==> src/rtl/nco_sweep_ctrl.sv <==
// Frequency sweep/hop scheduler: steps the NCO phase increment every dwell
// period and streams it to the phase accumulator with a valid strobe.
module nco_sweep_ctrl #(
  parameter int PW = 32,
  parameter int NW = 12,
  parameter int DW = 16
) (
  input  logic          clk_i,
  input  logic          rst_i,
  input  logic          cfg_valid_i,
  output logic          cfg_ready_o,
  input  logic [PW-1:0] cfg_start_i,
  input  logic [PW-1:0] cfg_step_i,
  input  logic [NW-1:0] cfg_nsteps_i,
  input  logic [DW-1:0] cfg_dwell_i,
  input  logic          cfg_loop_i,
  input  logic          start_i,
  input  logic          abort_i,
  output logic [PW-1:0] p_inc_o,
  output logic          valid_o,
  output logic [NW-1:0] step_idx_o,
  output logic          busy_o,
  output logic          done_o
);

  typedef enum logic [1:0] {IDLE, RUN, DONE} state_t;

  state_t        state;
  logic [PW-1:0] start_q;
  logic [PW-1:0] step_q;
  logic [NW-1:0] last_idx_q;
  logic [DW-1:0] last_dwell_q;
  logic          loop_q;
  logic          cfg_loaded;
  logic [DW-1:0] dwell_cnt;

  logic          cfg_hs;
  logic          launch;
  logic [NW-1:0] last_idx_new;
  logic [DW-1:0] last_dwell_new;

  // Counts are stored as "last index" so a programmed 0 behaves like 1.
  assign last_idx_new   = (cfg_nsteps_i == '0) ? '0 : cfg_nsteps_i - NW'(1);
  assign last_dwell_new = (cfg_dwell_i == '0) ? '0 : cfg_dwell_i - DW'(1);
  assign cfg_hs         = (state == IDLE) && cfg_valid_i && cfg_ready_o;
  assign launch         = (state == IDLE) && start_i && (cfg_loaded || cfg_hs);

  always_ff @(posedge clk_i or posedge rst_i) begin
    if (rst_i) begin
      state        <= IDLE;
      start_q      <= '0;
      step_q       <= '0;
      last_idx_q   <= '0;
      last_dwell_q <= '0;
      loop_q       <= 1'b0;
      cfg_loaded   <= 1'b0;
      dwell_cnt    <= '0;
      cfg_ready_o  <= 1'b0;
      p_inc_o      <= '0;
      valid_o      <= 1'b0;
      step_idx_o   <= '0;
      busy_o       <= 1'b0;
      done_o       <= 1'b0;
    end else begin
      done_o <= 1'b0;
      case (state)
        IDLE: begin
          cfg_ready_o <= 1'b1;
          if (cfg_hs) begin
            start_q      <= cfg_start_i;
            step_q       <= cfg_step_i;
            last_idx_q   <= last_idx_new;
            last_dwell_q <= last_dwell_new;
            loop_q       <= cfg_loop_i;
            cfg_loaded   <= 1'b1;
          end
          // A config presented alongside start takes effect for this sweep.
          if (launch) begin
            state       <= RUN;
            p_inc_o     <= cfg_hs ? cfg_start_i : start_q;
            step_idx_o  <= '0;
            dwell_cnt   <= '0;
            valid_o     <= 1'b1;
            busy_o      <= 1'b1;
            cfg_ready_o <= 1'b0;
          end
        end

        RUN: begin
          if (abort_i) begin
            state       <= IDLE;
            valid_o     <= 1'b0;
            busy_o      <= 1'b0;
            cfg_ready_o <= 1'b1;
          end else if (dwell_cnt != last_dwell_q) begin
            dwell_cnt <= dwell_cnt + DW'(1);
          end else begin
            dwell_cnt <= '0;
            if (step_idx_o != last_idx_q) begin
              p_inc_o    <= p_inc_o + step_q;
              step_idx_o <= step_idx_o + NW'(1);
            end else if (loop_q) begin
              p_inc_o    <= start_q;
              step_idx_o <= '0;
            end else begin
              state   <= DONE;
              done_o  <= 1'b1;
              valid_o <= 1'b0;
              busy_o  <= 1'b0;
            end
          end
        end

        DONE: begin
          state       <= IDLE;
          cfg_ready_o <= 1'b1;
        end

        default: begin
          state       <= IDLE;
          valid_o     <= 1'b0;
          busy_o      <= 1'b0;
          cfg_ready_o <= 1'b0;
        end
      endcase
    end
  end

endmodule

==> config.mk <==
export PLATFORM = sky130hd
export DESIGN_NAME = nco_sweep_ctrl
export DESIGN_NICKNAME = d
export VERILOG_FILES = /design/src/rtl/nco_sweep_ctrl.sv
export SDC_FILE = /design/constraint.sdc
export NUM_CORES = 1
export LEC_CHECK = 0
export CORE_UTILIZATION = 49
export CTS_CLUSTER_SIZE = 8
export DETAILED_ROUTE_END_ITERATION = 6
export PLACE_DENSITY = 0.76
export SYNTH_ARGS = -nofsm -noshare
export SYNTH_HDL_FRONTEND = slang
export SYNTH_SLANG_ARGS = --single-unit
==> constraint.sdc <==
create_clock -name clk_i -period 6.4 [get_ports clk_i]
set_clock_uncertainty 0.05 [all_clocks]
set_input_delay 1.92 -clock clk_i [delete_from_list [all_inputs] [get_ports clk_i]]
set_output_delay 1.92 -clock clk_i [all_outputs]
set_load 0.03 [all_outputs]
Yosys cells after proc, flatten, opt, wreduce, memory -nomap -nowiden
Cells that the tools add are included.
{"block": "word_totals", "ff_bits": 159, "output_inout_bits": 48, "elab_cells": 84}
{"block": "op_classes", "n_addsub": 5, "n_eq_ne": 12, "n_mux": 39, "bitwise_logic": 1, "n_reduce_logical": 14}
{"cell": "two-way mux 32 bit", "n": 6}
{"cell": "two-way mux 12 bit", "n": 6}
{"cell": "two-way mux 16 bit", "n": 4}
{"cell": "one-hot mux 32 bit (2 select lines)", "n": 1}
{"cell": "adder 32 bit", "n": 1}
{"cell": "one-hot mux 16 bit (2 select lines)", "n": 1}
{"cell": "one-hot mux 12 bit (2 select lines)", "n": 1}
{"cell": "adder 16 x 1 -> 16 bit (second input constant)", "n": 1}
{"cell": "zero test 16 bit", "n": 1}
{"cell": "!= test 16 bit", "n": 1}
{"cell": "subtractor 16 x 1 -> 16 bit (second input constant)", "n": 1}
{"cell": "adder 12 x 1 -> 12 bit (second input constant)", "n": 1}
{"cell": "zero test 12 bit", "n": 1}
{"cell": "two-way mux 1 bit", "n": 12}
{"cell": "!= test 12 bit", "n": 1}
{"cell": "!= test 3 bit (second input constant)", "n": 4}
{"cell": "subtractor 12 x 1 -> 12 bit (second input constant)", "n": 1}
{"cell": "two-way mux 2 bit", "n": 5}
{"cell": "AND reduction 5 bit", "n": 2}
{"cell": "!= test 2 bit (second input constant)", "n": 4}
{"cell": "one-hot mux 1 bit (3 select lines)", "n": 2}
{"cell": "logical AND 1 bit", "n": 4}
{"cell": "one-hot mux 2 bit (2 select lines)", "n": 1}
{"cell": "AND reduction 4 bit", "n": 1}
{"cell": "8 further kinds", "n": 8}

Logic depth before layout (Yosys ltp)
{"block": "depth", "word_depth": 7, "ltp_mapped": 11, "mapped_depth_nobuf": 10}

Worst setup path before layout
No wires, ideal clock.
{"block": "synth_timing", "kind": "input -> register", "startpoint": "input port cfg_dwell_i[2]", "endpoint": "register last_dwell_q[15]", "setup_time_ns": 0.131, "t_arrival_ns": 3.464, "required_time_ns": 6.219, "setup_slack_ns": 2.755, "stages": 8, "path_buffers": 0, "cell_sequence": "nor3_1 nand2b_1 nor4_1 nand2b_1 or3_1 nor3_1 mux2i_1 o21ai_1"}
{"block": "synth_via", "elab_chain_cells": 2}
{"element": "start: declaration", "line_no": "15", "source": "input logic [DW-1:0] cfg_dwell_i,"}
{"element": "subtractor 16 x 1 -> 16 bit or zero test 16 bit (tied branches)", "line_no": "44", "source": "assign last_dwell_new = (cfg_dwell_i == '0) ? '0 : cfg_dwell_i - DW'(1);"}
{"element": "two-way mux 16 bit (*)", "line_no": "44"}
{"element": "end signal: assignment", "line_no": "73", "source": "last_dwell_q <= last_dwell_new;"}
{"element": "end: declaration", "line_no": "32", "source": "logic [DW-1:0] last_dwell_q;"}
Mark *: on every way between the ends. The rest lies on a longest branch, timed or not.
A chain may end at the register's enable or synchronous reset.

Final worst setup path
{"block": "layout_timing", "startpoint": "input port abort_i", "endpoint": "register step_idx_o[6]"}
{"block": "layout_via", "elab_chain_cells": 2}
{"element": "start: declaration", "line_no": "18", "source": "input logic abort_i,"}
{"element": "!= test 2 bit (no source line)"}
{"element": "AND reduction 5 bit (no source line)"}
{"element": "end signal: assignment", "line_no": "101", "source": "step_idx_o <= step_idx_o + NW'(1);"}
{"element": "end: declaration", "line_no": "21", "source": "output logic [NW-1:0] step_idx_o,"}
Every way passes these cells.

==> metrics.md <==
| Metric | Value |
|---|---|
| Outcome | finished, violations left |
| Failing checks | DRC |
| Yosys warns | 0 |
| Critical path class | in -> reg |
| I/O Pins | 146 |
| Setup violators final | 0 |
| Level count of the clock H-tree | 4 |
| Slew Limit Headroom | 35.0% |
| DR vias | 7640 |
| Wirelength per Cell | 16.5 µm |
| Inserted Clock Buffers | 17 |
| IO buf count | 145 |
| EDFF count, synth | 0 |
| R2R setup slack | 2.77 ns |
| Die W | 140 µm |
| Detail-routed via count per cell | 5.61 |
| Crit start category | primary input |
| # DRC | 1 |
| Tcrit/Tclk final | 67.1% |
| Fin. Hold Viols | 0 |
| Clk sinks | 159 |
| NumNets Final | 1254 |
| Post-Layout Cell Count | 1363 |
| Initial antenna violation count | 1 |
| GRT overflow | 0 |
| Clk Latency, worst-skew pair | 0.43 ns |
| CTS Buffer Depth | 2 |
| Mapped Cells | 987 |
| Post-Place Cells | 1330 |
| Layout cells sized above 1 | 10.5% |
| Layout area overhead | 24.8% |
| Worst slew pin tran | 0.976 ns |
| Vias in the first global route | 7490 |
| Routability cong. | 0.876 |
| Max Cap Violations | 0 |
| Post-CTS setup buffer count | 0 |
| Final min period | 4.29 ns |
| Post-CTS Resized | 0 |
| Syn_nets | 1126 |
| Worst vdd ir | 209 µV |
| Most used DFF post-synth | dfrtp_1 |
| Post-route cell area | 11600 µm² |
| Leak | 0.00505 µW |
| Most frequent cells in the layout | dfrtp_1, clkdlybuf4s50_1, nand2_1, nor2_1, o21ai_0 |
| WL final | 22.5 mm |
| Core area | 18700 µm² |
| CTS tree | yes |
| Nature of the critical path endpoint | flip-flop |
| Global-route wire length before repair | 37.5 mm |
| Mapped Area | 9330 µm² |
| Number of hold buffers added after CTS | 0 |
| Total iterations of the first detailed-routing run | 6 |
| Final TNS setup | 0 ns |
| Dpl hpwl | 15.9 mm |
| Row cnt | 50 |
| Critical path fanouts, max | 49 |
| Die ar. | 19600 µm² |
| Iteration-0 DRC count of the detailed router | 508 |
| Post-synth ARST share | 100% |
| Largest net degree at the start of global routing | 109 |
| Unique masters post-synth | 68 |
| Area post-placement | 11000 µm² |
| RSZ-0062 raised after global routing | false |
| Slew Limit Fails | 0 |
| #FFs+latches synth | 159 |
| Initial Util | 49.9% |
| Critical Path AT | 4.59 ns |
| Reg clk slew, reported paths | 0.06 ns |
| Total power per unit cell area | 540 nW/µm² |
| Commonest non-fill, non-tap cell in the layout | dfrtp_1 |
| WP data required | 6.70 ns |
| Seq/Total Area, Yosys | 42.6% |
| Syn Area/Cell | 9.45 µm² |
| Antenna Nets Post-Route | 0 |
| Fmax | 233 MHz |
| Root Driver | clkbuf_16 |
| Worst min path class | reg -> reg |
| Total Routing Usage GR | 24.0% |
| Die Height | 140 µm |
[path summary, 6_finish.rpt]
path                                              to                    from  cells after the start
min in group asynchronous     start_q[2]$_DFFE_PP0N_                   rst_i                      2
max in group asynchronous    start_q[26]$_DFFE_PP0N_                   rst_i                      3
min                           cfg_loaded$_DFFE_PP0P_  cfg_loaded$_DFFE_PP0P_                      1
max reg2reg                step_idx_o[6]$_DFFE_PP0P_    state[1]$_DFFE_PP0P_                     11
max                        step_idx_o[6]$_DFFE_PP0P_                 abort_i                      9
min reg2reg                   cfg_loaded$_DFFE_PP0P_  cfg_loaded$_DFFE_PP0P_                      1
[worst max-delay path, stage by stage]
cell and delay, ns:
clkdlybuf4s50_1 0.43, nor2b_1 0.28, a21oi_1 0.11, nor2_1 0.53, o21ai_4 0.39, buf_4 0.41
nor2_1 0.29, nand2_1 0.08, o21ai_0 0.14
[where the power goes]
group	internal, µW	total [µW]	switching [µW]	leakage, µW
registers	1430	1760	332	0.00197
clock network	714	1130	415	0.000324
logic	1470	3400	1930	0.00276
total	3610	6290	2680	0.00505
[cells in the mapped netlist, types with 4 or more instances]
cell type	count	area (µm²)
mux2i_1	10	100
nor2b_1	6	37.5
inv_1	23	86.3
nor2_1	84	315
o21bai_1	5	37.5
or4_1	5	37.5
or3_1	7	43.8
nand4_1	14	87.6
dfrtp_1	159	3980
nor3b_1	4	30.0
o21ai_0	70	350
buf_2	10	50.1
nor3_1	22	110
and3_1	12	75.1
o21ai_1	30	150
a21o_1	19	143
a21oi_1	57	285
o31ai_1	6	45.0
mux2_2	64	721
o21a_1	5	37.5
xnor2_1	37	324
nand2_1	111	417
nand2b_1	5	31.3
nor4_1	9	56.3
a211oi_1	11	82.6
o211ai_1	8	60.1
xor2_1	42	368
ha_1	40	500
clkbuf_1	31	116
nand3_1	24	120
[final cells by class]
class                           instances  area (µm²)
Antenna cell                            1        2.50
Clock buffer                           19         453
Clock inverter                         13         208
Fill cell                            1568        7060
Inverter                               24        95.1
Multi-Input combinational cell        759        5100
Sequential cell                       159        3980
Tap cell                              234         293
Timing Repair Buffer                  154        1520
[metrics by stage]
stage               util (%)  power (µW)  hold slack [ns]  setup slack, ns
floorplan                  -        4250            0.387            0.138
global placement        58.7        5060            0.416             1.76
detailed placement      58.7        5140            0.414             1.65
CTS                     62.2        6310            0.432             2.12
global route            62.3        6780            0.441             1.83
finish                  62.3        6290            0.429             2.11
[metal layers]
| metal | track usage [%] | share of wire [%] | vias up |
|---|---|---|---|
| met5 | 0 | 0 | - |
| met1 | 31.9 | 46 | 3675 |
| li1 | - | - | 3770 |
| met2 | 39.9 | 48 | 165 |
| met3 | 3.83 | 4.0 | 30 |
| met4 | 8.27 | 1.9 | 0 |
[cells by family (layout without fill, tap and decap cells)]
group | count (synthesis) | in the layout | synth area share [%]
compound gates | 248 | 248 | 16.6
xor+xnor | 79 | 79 | 7.41
fa+ha+maj | 41 | 41 | 5.58
buf+inv | 69 | 210 | 2.95
flops | 159 | 159 | 42.6
mux | 76 | 76 | 9.04
other cells | 0 | 1 | 0
simple gates | 315 | 315 | 15.8
[state kept, by name (all words and copies together) (netlist names)]
signal,flops
dwell_cnt,16
cfg_loaded,1
loop_q,1
cfg_ready_o,1
done_o,1
busy_o,1
state,2
p_inc_o,32
step_idx_o,12
start_q,32
last_idx_q,12
step_q,32
last_dwell_q,16
Power figures use the tool's default switching activity.
